[src/rtl/mem_pkg.sv]
// Shared types and constants for the data-memory controller with its MMIO window.
// Imported by the controller top; the RAM sub-module is type-agnostic.
package mem_pkg;

    typedef enum logic [1:0] {
        IDLE = 2'd0,
        WAIT = 2'd1,
        RESP = 2'd2
    } state_e;

    typedef enum logic [1:0] {
        RAM  = 2'd0,
        MMIO = 2'd1,
        ERR  = 2'd2
    } region_e;

    // Register slots inside the MMIO window, counted in data words
    localparam logic [2:0] MMIO_GPIO   = 3'd0;
    localparam logic [2:0] MMIO_CYCLE  = 3'd1;
    localparam logic [2:0] MMIO_STATUS = 3'd2;
    localparam logic [2:0] MMIO_RSVD   = 3'd3;

    localparam int unsigned MMIO_WINDOW_BYTES = 32'd8;

endpackage

[src/rtl/ram_sp.sv]
// Single-port RAM: synchronous write, synchronous read (read-before-write).
// Contents are deliberately not reset.
module ram_sp #(
    parameter int unsigned DATA_W = 32'd16,
    parameter int unsigned DEPTH  = 32'd64,
    localparam int unsigned IDX_W = $clog2(DEPTH)
) (
    input  logic              clk,
    input  logic              we,
    input  logic [IDX_W-1:0]  idx,
    input  logic [DATA_W-1:0] wdata,
    output logic [DATA_W-1:0] rdata
);

    logic [DATA_W-1:0] mem_r [DEPTH];

    // Storage array write and registered read port
    always_ff @(posedge clk) begin
        if (we) begin
            mem_r[idx] <= wdata;
        end
        rdata <= mem_r[idx];
    end

endmodule

[src/rtl/dmem_mmio_ctrl.sv]
// Data-memory controller: req/ready handshake with wait states, word RAM,
// and an MMIO window holding GPIO, a free-running cycle counter and a sticky error flag.
module dmem_mmio_ctrl
    import mem_pkg::*;
#(
    parameter int unsigned       DATA_W      = 32'd16,
    parameter int unsigned       ADDR_W      = 32'd16,
    parameter int unsigned       DEPTH       = 32'd64,
    parameter int unsigned       WAIT_STATES = 32'd1,
    parameter logic [ADDR_W-1:0] MMIO_BASE   = 16'hFF00
) (
    input  logic              clk,
    input  logic              reset,
    input  logic              req,
    input  logic              we,
    input  logic [ADDR_W-1:0] addr,
    input  logic [DATA_W-1:0] wdata,
    output logic [DATA_W-1:0] rdata,
    output logic              ready,
    output logic              busy,
    output logic [DATA_W-1:0] gpio_out,
    output logic              err
);

    localparam int unsigned BSH   = $clog2(DATA_W / 32'd8);
    localparam int unsigned IDX_W = $clog2(DEPTH);
    localparam logic [2:0]  WAIT_LAST =
        (WAIT_STATES == 32'd0) ? 3'd0 : 3'(WAIT_STATES - 32'd1);

    state_e            state_r, state_nx_s;
    logic              we_r;
    logic [ADDR_W-1:0] addr_r;
    logic [DATA_W-1:0] wdata_r;
    logic [2:0]        wait_cnt_r;
    logic              ready_r, busy_r, err_r, ram_sel_r;
    logic [DATA_W-1:0] gpio_r, cyc_r, mmio_rdata_r;

    logic              acc_we_s;
    logic [ADDR_W-1:0] acc_addr_s, acc_idx_s, mmio_off_s;
    logic [DATA_W-1:0] acc_wdata_s, mmio_val_s, ram_rdata_s;
    logic [2:0]        slot_s;
    region_e           region_s;
    logic              commit_s, ram_we_s, wr_gpio_s, wr_cycle_s, wr_status_s;

    // The access being worked on: live inputs while idle (zero-wait path), captured copy later
    always_comb begin
        acc_we_s    = we_r;
        acc_addr_s  = addr_r;
        acc_wdata_s = wdata_r;
        if (state_r == IDLE) begin
            acc_we_s    = we;
            acc_addr_s  = addr;
            acc_wdata_s = wdata;
        end else begin
            acc_we_s    = we_r;
            acc_addr_s  = addr_r;
            acc_wdata_s = wdata_r;
        end
    end

    // Region decode; the MMIO window shadows any RAM word it overlaps
    always_comb begin
        acc_idx_s  = acc_addr_s >> BSH;
        mmio_off_s = acc_addr_s - MMIO_BASE;
        slot_s     = 3'(mmio_off_s >> BSH);
        region_s   = ERR;
        if ((acc_addr_s >= MMIO_BASE) && (mmio_off_s < ADDR_W'(MMIO_WINDOW_BYTES))) begin
            region_s = MMIO;
        end else if (acc_idx_s < ADDR_W'(DEPTH)) begin
            region_s = RAM;
        end else begin
            region_s = ERR;
        end
    end

    // Handshake next-state; commit happens on the edge that enters RESP
    always_comb begin
        state_nx_s = state_r;
        case (state_r)
            IDLE: begin
                if (req) begin
                    state_nx_s = (WAIT_STATES == 32'd0) ? RESP : WAIT;
                end else begin
                    state_nx_s = IDLE;
                end
            end
            WAIT: begin
                if (wait_cnt_r == WAIT_LAST) begin
                    state_nx_s = RESP;
                end else begin
                    state_nx_s = WAIT;
                end
            end
            RESP:    state_nx_s = IDLE;
            default: state_nx_s = IDLE;
        endcase
        commit_s    = (state_nx_s == RESP);
        ram_we_s    = !reset && commit_s && (region_s == RAM) && acc_we_s;
        wr_gpio_s   = commit_s && (region_s == MMIO) && acc_we_s && (slot_s == MMIO_GPIO);
        wr_cycle_s  = commit_s && (region_s == MMIO) && acc_we_s && (slot_s == MMIO_CYCLE);
        wr_status_s = commit_s && (region_s == MMIO) && acc_we_s && (slot_s == MMIO_STATUS);
    end

    // MMIO read mux; counter value is the one present at the commit edge
    always_comb begin
        mmio_val_s = {DATA_W{1'b0}};
        case (slot_s)
            MMIO_GPIO:   mmio_val_s = gpio_r;
            MMIO_CYCLE:  mmio_val_s = cyc_r;
            MMIO_STATUS: mmio_val_s = {{(DATA_W - 1){1'b0}}, err_r};
            MMIO_RSVD:   mmio_val_s = {DATA_W{1'b0}};
            default:     mmio_val_s = {DATA_W{1'b0}};
        endcase
    end

    // FSM state, request capture, wait counter and handshake outputs
    always_ff @(posedge clk) begin
        if (reset) begin
            state_r    <= IDLE;
            we_r       <= 1'b0;
            addr_r     <= {ADDR_W{1'b0}};
            wdata_r    <= {DATA_W{1'b0}};
            wait_cnt_r <= 3'd0;
            ready_r    <= 1'b0;
            busy_r     <= 1'b0;
        end else begin
            state_r <= state_nx_s;
            ready_r <= (state_nx_s == RESP);
            busy_r  <= (state_nx_s != IDLE);
            if ((state_r == IDLE) && req) begin
                we_r    <= we;
                addr_r  <= addr;
                wdata_r <= wdata;
            end
            if (state_r == WAIT) begin
                wait_cnt_r <= wait_cnt_r + 3'd1;
            end else begin
                wait_cnt_r <= 3'd0;
            end
        end
    end

    // MMIO registers, sticky error and read-data holding registers
    always_ff @(posedge clk) begin
        if (reset) begin
            gpio_r       <= {DATA_W{1'b0}};
            cyc_r        <= {DATA_W{1'b0}};
            err_r        <= 1'b0;
            mmio_rdata_r <= {DATA_W{1'b0}};
            ram_sel_r    <= 1'b0;
        end else begin
            if (wr_gpio_s) begin
                gpio_r <= acc_wdata_s;
            end
            cyc_r <= wr_cycle_s ? {DATA_W{1'b0}} : (cyc_r + DATA_W'(1'b1));
            if (commit_s && (region_s == ERR)) begin
                err_r <= 1'b1;
            end else if (wr_status_s && acc_wdata_s[0]) begin
                err_r <= 1'b0;
            end
            // Both read paths drop back to zero one edge after the ready cycle
            mmio_rdata_r <= (commit_s && (region_s == MMIO) && !acc_we_s) ? mmio_val_s
                                                                          : {DATA_W{1'b0}};
            ram_sel_r    <= commit_s && (region_s == RAM) && !acc_we_s;
        end
    end

    ram_sp #(
        .DATA_W (DATA_W),
        .DEPTH  (DEPTH)
    ) u_ram (
        .clk   (clk),
        .we    (ram_we_s),
        .idx   (acc_idx_s[IDX_W-1:0]),
        .wdata (acc_wdata_s),
        .rdata (ram_rdata_s)
    );

    assign rdata    = ram_sel_r ? ram_rdata_s : mmio_rdata_r;
    assign ready    = ready_r;
    assign busy     = busy_r;
    assign gpio_out = gpio_r;
    assign err      = err_r;

endmodule
[config.mk]
export PLATFORM = sky130hd
export DESIGN_NAME = dmem_mmio_ctrl
export DESIGN_NICKNAME = d
export VERILOG_FILES = /design/src/rtl/mem_pkg.sv /design/src/rtl/ram_sp.sv /design/src/rtl/dmem_mmio_ctrl.sv
export SDC_FILE = /design/constraint.sdc
export NUM_CORES = 1
export LEC_CHECK = 0
export CELL_PAD_IN_SITES_DETAIL_PLACEMENT = 1
export CELL_PAD_IN_SITES_GLOBAL_PLACEMENT = 1
export CORE_ASPECT_RATIO = 1.75
export CORE_MARGIN = 1.5
export CORE_UTILIZATION = 30
export DETAILED_ROUTE_END_ITERATION = 10
export DONT_BUFFER_PORTS = 1
export GPL_TIMING_DRIVEN = 0
export PLACE_DENSITY_LB_ADDON = 0.1
export RECOVER_POWER = 50
export SLEW_MARGIN = 20
export SYNTH_ARGS = -nofsm -noshare
export SYNTH_HDL_FRONTEND = slang
export SYNTH_SLANG_ARGS = --single-unit
[constraint.sdc]
create_clock -name clk -period 8.16 [get_ports clk]
set_input_delay 1.632 -clock clk [delete_from_list [all_inputs] [get_ports clk]]
set_output_delay 1.632 -clock clk [all_outputs]
set_load 0.01 [all_outputs]
==> reports/metrics.yaml, run 1 <==
detailed_routing:
  vias_per_cell: 5.52
  wl_per_cell_um: 38.8
  drc: 0
  dr_total_vias: 28728
  drtIter0Drc: 2791
  first_pass_iters: 6
  drtAntennaViolNets: 0
  wirelength_um: 202000
finish:
  seq_area_um2: 32900
  finalNetCount: 3280
  n_fill_cell: 14875
  final_cell_area_um2: 52200
  drive_gt1_share_pct: 16.0
  multi_input_area_um2: 10700
  syn_to_final_growth_pct: 18.5
placement:
  place_congestion: 0.870
  dp_hpwl_um: 146000
  place.port_buffers: 0
  placed_cell_area_um2: 49000
setup_path:
  worst-r2r-setup-slack_ps: 2250
  critical_path_class: "reg -> reg"
  critical_path.startpoint: "state_r[0]"
  r2r_cells: 8
  cp.arrival_ps: 6000
  worstSetupEndpointType: "flip-flop"
  critPathMaxFanout: 49
  critPathMostFrequentCell: "clkbuf_1"
  max_stage_delay_ps: 2130
  required_ps: 8250
  r2r_start: "state_r[0]"
  r2r_end: "u_ram.mem_r[16][3]"
  cp-start-kind: "flip-flop"
  cp_slowest_cell: "clkbuf_1"
  endpoint: "u_ram.mem_r[16][3]"
  cp_cell_sequence: "clkbuf_1, or2_1, clkbuf_1, clkbuf_1, clkbuf_1, nand2_1, nand2_1, clkbuf_1"
clock_tree:
  cts.sinks: 1129
  root_buffer: "clkbuf_16"
  postCtsSetupBuffers: 0
  cts_tree: "yes"
  cts_buffers: 107
  cts.hold.buffers_added: 0
  cts_buffer_depth: 3
  cts_resized: 0
  htree_levels: 3
  clk-insertion-delay-late_ps: 730
  path_clk_slew_ps: 60
logic_synthesis:
  ys_types: 70
  synth_top_cell_by_area: "edfxtp_1"
  synth_area_leaders: "edfxtp_1, nand2_1, dfxtp_1"
  synth_warnings: 0
  netlist_instances: 3045
  synthFlopType: "edfxtp_1"
  synth_commonest_cells: "edfxtp_1, nand2_1, nand3_1"
  syn_area_um2: 44000
  synth_edf_count: 1024
  async_reset_ff_share_pct: 0
  synth_top_area_share_pct: 69.9
  ys_seq_elements: 1129
  synth_area_per_cell_um2: 14.5
  synth.most_common_cell: "edfxtp_1"
  synth_nets: 3084
  synth_seq_area_share_pct: 74.6
global_route:
  grt_max_degree: 66
  antenna_found_initial: 9
  grt_pass1_wl_um: 269000
  overflow: 0
  grt_pass1_vias: 29789
  grtUsageTotal_pct: 27.0
die:
  die_x_um: 293
  ios: 71
  fp.dieArea_um2: 149000
  fp.coreArea_um2: 145000
  die-height_um: 510
  start_util_pct: 30.3
  num_rows: 185
pwr:
  p_leak_nw: 16.9
  sw_frac_of_total_pct: 27.2
  vdd_drop_max_uv: 147
  power.share.clock_pct: 39.1
  internal_power_mw: 9.85
  combPwrFrac_pct: 12.6
  p_switching_mw: 3.68
  power_frac_seq_pct: 48.2
  powerDensity_nw_per_um2: 259
timing:
  period_minus_slack_ps: 5910
  fin_worst_skew_ps: 27.1
  drv_slew: 846
  hold_violations: 0
  worst_pin_slew_ps: 3560
  min_period_over_period_pct: 72.5
  holdWs_ps: 456
  grt_setup_unrepaired: "no"
  slew_headroom_pct: -137
  finalSetupViolCount: 0
  fmax_ghz: 0.169
run_status:
  status: "finished, violations left"
  violations: "max-capacitance violations, max-slew violations"
min_path:
  hp-class: "reg -> reg"
flow_run:
  cap_viol_max_count: 16
==> critical path, delay by kind of cell, from the launching register on <==
family	cells	cell delay, ps
AND/OR/NAND/NOR	3	980
buffers and inverters	5	3900
flip-flops	1	310
==> flip-flops by register name, summed over array words and instances, names as in the netlist <==
name          count
u_ram.mem_r    1024
busy              1
mmio_rdata_r     16
err               1
gpio_out         16
state_r           2
we_r              1
u_ram.rdata      16
wdata_r          16
ram_sel_r         1
ready             1
addr_r           15
wait_cnt_r        3
cyc_r            16
==> cells by family after synthesis <==
group,share of synthesized area (%)
buffers and inverters,2.35
flip-flops,74.6
XOR/XNOR,0.299
AO/OA/AOI/OAI,3.96
multiplexers,6.06
adder cells (fa/ha/maj),0.0853
AND/OR/NAND/NOR,12.6
==> area by class of cell <==
cell class                 instances  area share [%]
inverter                          10          0.0720
clock buffer                     134            5.51
tap                             1870            4.49
antenna                            9          0.0432
clock inverter                    61            1.36
sequential                      1129            63.0
buffer                           184            1.93
timing repair buffer              87            3.16
multi-input combinational       1722            20.5
==> how the worst min path moves through the flow <==
stage | from | to | slack, ps | cells after the start
4_1_cts | wait_cnt_r[0] | wait_cnt_r[0] | 450 | 1
2_1_floorplan | wait_cnt_r[0] | wait_cnt_r[0] | 420 | 1
3_5_place_dp | wait_cnt_r[0] | wait_cnt_r[0] | 440 | 1
6_report | wait_cnt_r[0] | wait_cnt_r[0] | 460 | 1
3_3_place_gp | wait_cnt_r[0] | wait_cnt_r[0] | 430 | 1
5_1_grt | wdata_r[7] | wdata_r[7] | 470 | 2
==> metal layers <==
layer / track usage (%) / routed length [µm]
met3: 3.58 / 10100
met2: 50.8 / 108000
met5: 0 / 27
met4: 14.7 / 12800
met1: 29.1 / 70900
==> power by group through the flow <==
stage	Clock, mW	Sequential, mW	Combinational [mW]
5_1_grt	5.52	6.53	1.76
3_5_place_dp	0	6.62	1.77
3_3_place_gp	0	6.66	1.65
2_1_floorplan	0	6.62	0.786
6_report	5.29	6.52	1.71
4_1_cts	5.34	6.49	1.77
==> cells in the final DEF, fill, tap and decap left out, types with 66 or more instances in the layout <==
cell,n
nand2_1,773
buf_2,80
nor2_4,66
mux2i_1,68
clkbuf_16,110
nand3_1,224
mux4_2,79
edfxtp_1,1024
nand4_1,68
a31oi_1,99
dfxtp_1,105
clkbuf_1,90
==> stage by stage <==
stage               total power [mW]  TNS (ps)  setup slack, ps  cells  util (%)
floorplan                       7.40         0             3840   3045         -
global placement                8.31     -3840             -138   4915      31.9
detailed placement              8.39         0             1880   5002      33.7
CTS                             13.6         0             2600   5197      36.2
global route                    13.8         0             1880   5203      35.9
finish                          13.5         0             2250   5206      35.9
No activity file was read; power rests on OpenSTA's default activity.
==> inputs of run 2 (changes only) <==
==> constraint.sdc (replaced) <==
create_clock -name clk -period 5.5 [get_ports clk]
set_input_delay 1.1 -clock clk [delete_from_list [all_inputs] [get_ports clk]]
set_output_delay 1.1 -clock clk [all_outputs]
set_load 0.01 [all_outputs]
==> run 2 against run 1 <==
The flow still finishes with violations (max-capacitance violations, max-slew violations). Maximum frequency rose by 9.1%. Total power rose by 48%. First-iteration DRC count fell by 4.8%. Clock skew rose by 1.1 ps. Final cell count barely moved. Sequential share of layout area fell by 0.10 points. Final area rose by 0.16%. Largest power group unchanged.
==> reports/metrics.yaml, run 2 (synthesis gave the netlist of run 1 again) <==
setup_path:
  cp_cell_sequence: "buf_6, nor2_2, mux2i_1, clkbuf_1, buf_1, nand3_1, nor2_4, buf_16"  # was clkbuf_1, or2_1, clkbuf_1, clkbuf_1, clkbuf_1, nand2_1, nand2_1, clkbuf_1
  r2r_cells: 8  # unchanged
  critical_path_class: "reg -> reg"  # unchanged
  critical-path-top-delay-family: "simple AND/OR/NAND/NOR gates"  # was buffers and inverters
  cp-start-kind: "flip-flop"  # unchanged
  r2r_end: "u_ram.mem_r[59][1]"  # was u_ram.mem_r[16][3]
  path_buf_inv: 4  # was 5
  cp.arrival_ps: 5850  # was 6000 ps
  cp_slowest_cell: "nand3_1"  # was clkbuf_1
  worstSetupEndpointType: "flip-flop"  # unchanged
  critPathMaxFanout: 10  # was 49
  max_stage_delay_ps: 930  # was 2130 ps
  critical_path.startpoint: "state_r[0]"  # unchanged
  required_ps: 5930  # was 8250 ps
  r2r_start: "state_r[0]"  # unchanged
  worst-r2r-setup-slack_ps: 80  # was 2250 ps
timing:
  hold_violations: 0  # unchanged
  fin_worst_skew_ps: 28.2  # was 27.1 ps
  min_period_over_period_pct: 98.6  # was 72.5%
  period_minus_slack_ps: 5420  # was 5910 ps
  grt_setup_unrepaired: "no"  # unchanged
  setup_tns_ps: 0  # unchanged
  postLayoutSetupSlackWorst_ps: 77.7  # was 2250 ps
  finalSetupViolCount: 0  # unchanged
  slew_headroom_pct: -119  # was -137%
  fmax_ghz: 0.184  # was 0.169 GHz
  drv_slew: 733  # was 846
  worst_pin_slew_ps: 3280  # was 3560 ps
finish:
  n_fill_cell: 14866  # was 14875
  regMostFlops: "u_ram.mem_r"  # unchanged
  final_common_cell: "edfxtp_1"  # unchanged
  utilization_pct: 35.9  # about the same
  final_cell_area_um2: 52200  # about the same
  finalNetCount: 3282  # was 3280
  final_cell_mix: "edfxtp_1, nand2_1, nand3_1, clkbuf_16, dfxtp_1"  # unchanged
  syn_to_final_growth_pct: 18.7  # was 18.5%
  largest_register_ffs: 1024  # unchanged
  drive_gt1_share_pct: 16.3  # was 16.0%
die:
  fp.dieArea_um2: 149000  # unchanged
  start_util_pct: 30.3  # unchanged
  fp.coreArea_um2: 145000  # unchanged
  die_x_um: 293  # unchanged
  ios: 71  # unchanged
  die-height_um: 510  # unchanged
  num_rows: 185  # unchanged
clock_tree:
  path_clk_slew_ps: 60  # about the same
  root_buffer: "clkbuf_16"  # unchanged
  cts_tree: "yes"  # unchanged
  cts_buffers: 107  # unchanged
  htree_levels: 3  # unchanged
  cts_buffer_depth: 3  # unchanged
  clk-insertion-delay-late_ps: 730  # about the same
  cts.hold.buffers_added: 0  # unchanged
  cts.sinks: 1129  # unchanged
pwr:
  combPwrFrac_pct: 12.7  # was 12.6%
  sw_frac_of_total_pct: 27.2  # about the same
  internal_power_mw: 14.6  # was 9.85 mW
  p_leak_nw: 17.0  # was 16.9 nW
  powerDensity_nw_per_um2: 384  # was 259 nW/µm²
  p_switching_mw: 5.46  # was 3.68 mW
  power_frac_seq_pct: 48.2  # about the same
  power.share.clock_pct: 39.1  # about the same
  vdd_drop_max_uv: 217  # was 147 µV
  power.total_mw: 20.1  # was 13.5 mW
global_route:
  antenna_found_initial: 10  # was 9
  grt_pass1_wl_um: 269000  # about the same
  grt_max_degree: 66  # unchanged
  overflow: 0  # unchanged
  grt_pass1_vias: 29751  # was 29789
  grtUsageTotal_pct: 27.0  # about the same
detailed_routing:
  wirelength_um: 202000  # about the same
  first_pass_iters: 5  # was 6
  wl_per_cell_um: 38.8  # about the same
  dr_total_vias: 28639  # was 28728
  drtIter0Drc: 2657  # was 2791
  drtAntennaViolNets: 0  # unchanged
  drc: 0  # unchanged
  vias_per_cell: 5.50  # was 5.52
run_status:
  status: "finished, violations left"  # unchanged
  violations: "max-capacitance violations, max-slew violations"  # unchanged
placement:
  place.port_buffers: 0  # unchanged
  placed_cell_area_um2: 49000  # unchanged
  pre_cts_ws_ps: -248  # was 1880 ps
  dp_hpwl_um: 146000  # unchanged
  place_congestion: 0.870  # unchanged
min_path:
  hp-start: "wait_cnt_r[0]"  # unchanged
  holdPathStages: 1  # unchanged
  min_to: "wait_cnt_r[0]"  # unchanged
  hp-class: "reg -> reg"  # unchanged
flow_run:
  cap_viol_max_count: 14  # was 16
==> run 2: area by class of cell <==
type / instances / area (µm²) / area share, %
sequential: 1129 / 32900 / 62.9
buffer: 184 / 1010 / 1.94
antenna: 10 / 25.0 / 0.0479
inverter: 10 / 37.5 / 0.0718
timing repair buffer: 89 / 1710 / 3.27
tap: 1870 / 2340 / 4.48
clock inverter: 61 / 707 / 1.35
clock buffer: 134 / 2870 / 5.50
multi-input combinational: 1722 / 10700 / 20.5
==> run 2: timing repair <==
item,4_1_cts,5_1_grt
buffers inserted,1,1
pin swaps,1,2
endpoints found under the hold margin,0,0
resized for setup,0,1
setup endpoints to repair,8,21
cloned,0,0
==> run 2: metrics by stage <==
step	std cells	hold slack [ps]
after floorplan	3045	417
after global placement	4915	427
after detailed placement	5002	439
after CTS	5198	453
after global routing	5206	471
final	5209	453
==> run 2: how the worst max path moves through the flow <==
stage | end | slack [ps] | cells past startpoint
detailed placement | u_ram.mem_r[53][12] | -250 | 9
floorplan | u_ram.mem_r[13][0] | 1720 | 9
global route | u_ram.mem_r[59][1] | 120 | 8
global placement | u_ram.mem_r[56][13] | -2270 | 6
CTS | u_ram.mem_r[21][12] | 40 | 10
finish | u_ram.mem_r[59][1] | 80 | 8
==> run 2: routing by layer <==
metal / share of wire, % / track usage, % / vias up
met5: 0.022 / 0 / -
met4: 6.2 / 14.5 / 6
met3: 4.9 / 3.53 / 370
met2: 54 / 51.0 / 1102
met1: 35 / 29.1 / 15335
li1: - / - / 11826
==> run 2: power by group through the flow <==
stage          Clock [mW]  Sequential (mW)  Combinational, mW
6_report             7.85             9.67               2.55
3_3_place_gp            0             9.88               2.45
4_1_cts              7.93             9.63               2.63
5_1_grt              8.19             9.67               2.61
3_5_place_dp            0             9.82               2.63
2_1_floorplan           0             9.82               1.17
==> inputs of run 3 (changes only) <==
--- a/config.mk
+++ b/config.mk
@@ -5,7 +5,7 @@
 export SDC_FILE = /design/constraint.sdc
 export NUM_CORES = 1
 export LEC_CHECK = 0
-export CELL_PAD_IN_SITES_DETAIL_PLACEMENT = 1
+export CELL_PAD_IN_SITES_DETAIL_PLACEMENT = 0
 export CELL_PAD_IN_SITES_GLOBAL_PLACEMENT = 1
 export CORE_ASPECT_RATIO = 1.75
 export CORE_MARGIN = 1.5
==> run 3 against run 2 <==
The run ends with max-capacitance violations, max-slew violations, negative setup slack left. Sequential power about the same. Non-clock buffer count decreased by 2. Clock-buffer cell count decreased by 5. Total power decreased by 0.28%. Clock power decreased by 0.6%. Largest cell class unchanged.
==> reports/metrics.yaml, run 3 (synthesis gave the netlist of run 1 again) <==
min_path:
  hp-class: "reg -> reg"  # unchanged
  hp-start: "wait_cnt_r[0]"  # unchanged
  min_to: "wait_cnt_r[0]"  # unchanged
  holdPathStages: 1  # unchanged
placement:
  pre_cts_ws_ps: -276  # was -248 ps
  place_congestion: 0.870  # unchanged
  place.port_buffers: 0  # unchanged
  dp_hpwl_um: 142000  # was 146000 µm
clock_tree:
  cts.sinks: 1129  # unchanged
  cts_buffer_depth: 3  # unchanged
  root_buffer: "clkbuf_16"  # unchanged
  clk-insertion-delay-late_ps: 730  # about the same
  htree_levels: 3  # unchanged
  path_clk_slew_ps: 60  # about the same
  cts_tree: "yes"  # unchanged
  cts_buffers: 108  # was 107
setup_path:
  cp.arrival_ps: 5920  # was 5850 ps
  r2r_cells: 8  # unchanged
  worstSetupEndpointType: "flip-flop"  # unchanged
  cp_slowest_cell: "nand3_1"  # unchanged
  cp-start-kind: "flip-flop"  # unchanged
  cp_cell_sequence: "buf_6, nor2_2, mux2i_1, clkbuf_1, buf_1, nand3_1, nor2_4, buf_16"  # unchanged
  r2r_end: "u_ram.mem_r[59][1]"  # unchanged
  path_depth: 8  # unchanged
  r2r_start: "state_r[0]"  # unchanged
  path_buf_inv: 4  # unchanged
  required_ps: 5920  # was 5930 ps
  critical-path-top-delay-family: "simple AND/OR/NAND/NOR gates"  # unchanged
  critPathMaxFanout: 10  # unchanged
  max_stage_delay_ps: 990  # was 930 ps
  critical_path_class: "reg -> reg"  # unchanged
  worst-r2r-setup-slack_ps: -7  # was 80 ps
timing:
  finalSetupViolCount: 2  # was 0
  hold_violations: 0  # unchanged
  slew_headroom_pct: -121  # was -119%
  fmax_ghz: 0.182  # was 0.184 GHz
  grt_setup_unrepaired: "no"  # unchanged
  postLayoutSetupSlackWorst_ps: -6.55  # was 77.7 ps
  drv_slew: 730  # was 733
  fin_worst_skew_ps: 27.0  # was 28.2 ps
  period_minus_slack_ps: 5510  # was 5420 ps
  worst_pin_slew_ps: 3320  # was 3280 ps
  min_period_over_period_pct: 100  # was 98.6%
finish:
  final_common_cell: "edfxtp_1"  # unchanged
  final_cell_mix: "edfxtp_1, nand2_1, nand3_1, clkbuf_16, dfxtp_1"  # unchanged
  drive_gt1_share_pct: 16.3  # about the same
  largest_register_ffs: 1024  # unchanged
  finalNetCount: 3281  # was 3282
  syn_to_final_growth_pct: 18.6  # was 18.7%
  regMostFlops: "u_ram.mem_r"  # unchanged
global_route:
  grtUsageTotal_pct: 26.4  # was 27.0%
  overflow: 0  # unchanged
  grt_pass1_wl_um: 260000  # was 269000 µm
  antenna_found_initial: 11  # was 10
  grt_max_degree: 66  # unchanged
  grt_pass1_vias: 28163  # was 29751
pwr:
  power.total_mw: 20.0  # was 20.1 mW
  vdd_drop_max_uv: 214  # was 217 µV
  powerDensity_nw_per_um2: 383  # was 384 nW/µm²
  p_leak_nw: 17.0  # about the same
die:
  die_x_um: 293  # unchanged
  fp.dieArea_um2: 149000  # unchanged
  num_rows: 185  # unchanged
  fp.coreArea_um2: 145000  # unchanged
  die-height_um: 510  # unchanged
  ios: 71  # unchanged
  start_util_pct: 30.3  # unchanged
run_status:
  status: "finished, violations left"  # unchanged
  violations: "max-capacitance violations, max-slew violations, negative setup slack"  # was max-capacitance violations, max-slew violations
detailed_routing:
  drc: 0  # unchanged
  first_pass_iters: 8  # was 5
  drtAntennaViolNets: 0  # unchanged
  vias_per_cell: 5.47  # was 5.50
  dr_total_vias: 28469  # was 28639
  wirelength_um: 198000  # was 202000 µm
  wl_per_cell_um: 38.0  # was 38.8 µm
  drtIter0Drc: 3173  # was 2657
flow_run:
  cap_viol_max_count: 14  # unchanged
==> run 3: changes by cell type in the layout (fill, tap and decap cells not counted), sizes merged <==
| cell | previous run | this run |
|---|---|---|
| buf | 189 | 186 |
| clkbuf | 217 | 213 |
| clkdlybuf4s25 | 0 | 1 |
| clkinv | 33 | 45 |
| clkinvlp | 10 | 3 |
| diode | 10 | 11 |
| dlymetal6s4s | 1 | 0 |
| inv | 12 | 13 |
==> run 3: repair_timing <==
item / CTS / global route
gates cloned: 0 / 0
setup buffers: 0 / 0
hold buffers: 0 / 0
endpoints found under the setup margin: 1 / 39
gates resized for setup: 0 / 1
pin swaps: 1 / 2
==> run 3: worst max path at each step <==
stage / startpoint / endpoint / slack, ps
finish: state_r[0] / u_ram.mem_r[59][1] / -7
detailed placement: addr[2] / u_ram.mem_r[53][12] / -280
floorplan: addr[1] / u_ram.mem_r[13][0] / 1720
CTS: state_r[1] / u_ram.mem_r[53][6] / 3
global placement: addr[4] / u_ram.mem_r[56][13] / -2270
global route: state_r[1] / u_ram.mem_r[10][1] / 60
==> run 3: stage by stage <==
step	cells	utilization (%)	hold slack [ps]	setup TNS [ps]	instance area, µm²
4_1_cts	5198	36.1	454	0	52500
3_3_place_gp	4915	31.9	427	-1199090	46400
2_1_floorplan	3045	-	417	0	44000
6_report	5209	35.9	450	-11.7	52200
5_1_grt	5208	35.9	470	0	52200
3_5_place_dp	5002	33.7	437	-16150	49000
==> run 3: cell type report <==
cell class,instances,area [µm²]
diodes,11,27.5
fillers,13834,93200
plain buffers,184,1010
inverters,10,37.5
repair buffers,87,1660
well taps,1870,2340
clock inverters,67,723
flip-flops and latches,1129,32900
multi-input cells,1722,10700
clock buffers,129,2840
==> run 3: layer usage <==
layer	vias up	track usage (%)	part of all wire, %
met2	1240	49.6	53
met4	4	14.0	6.4
met3	350	3.29	5.3
met5	-	0	0.013
met1	15042	28.6	35
li1	11833	-	-
==> run 3: power breakdown <==
group / total [mW] / switching (mW) / internal [mW]
clock: 7.80 / 3.39 / 4.41
combinational: 2.54 / 2.00 / 0.536
sequential: 9.67 / 0.0393 / 9.63
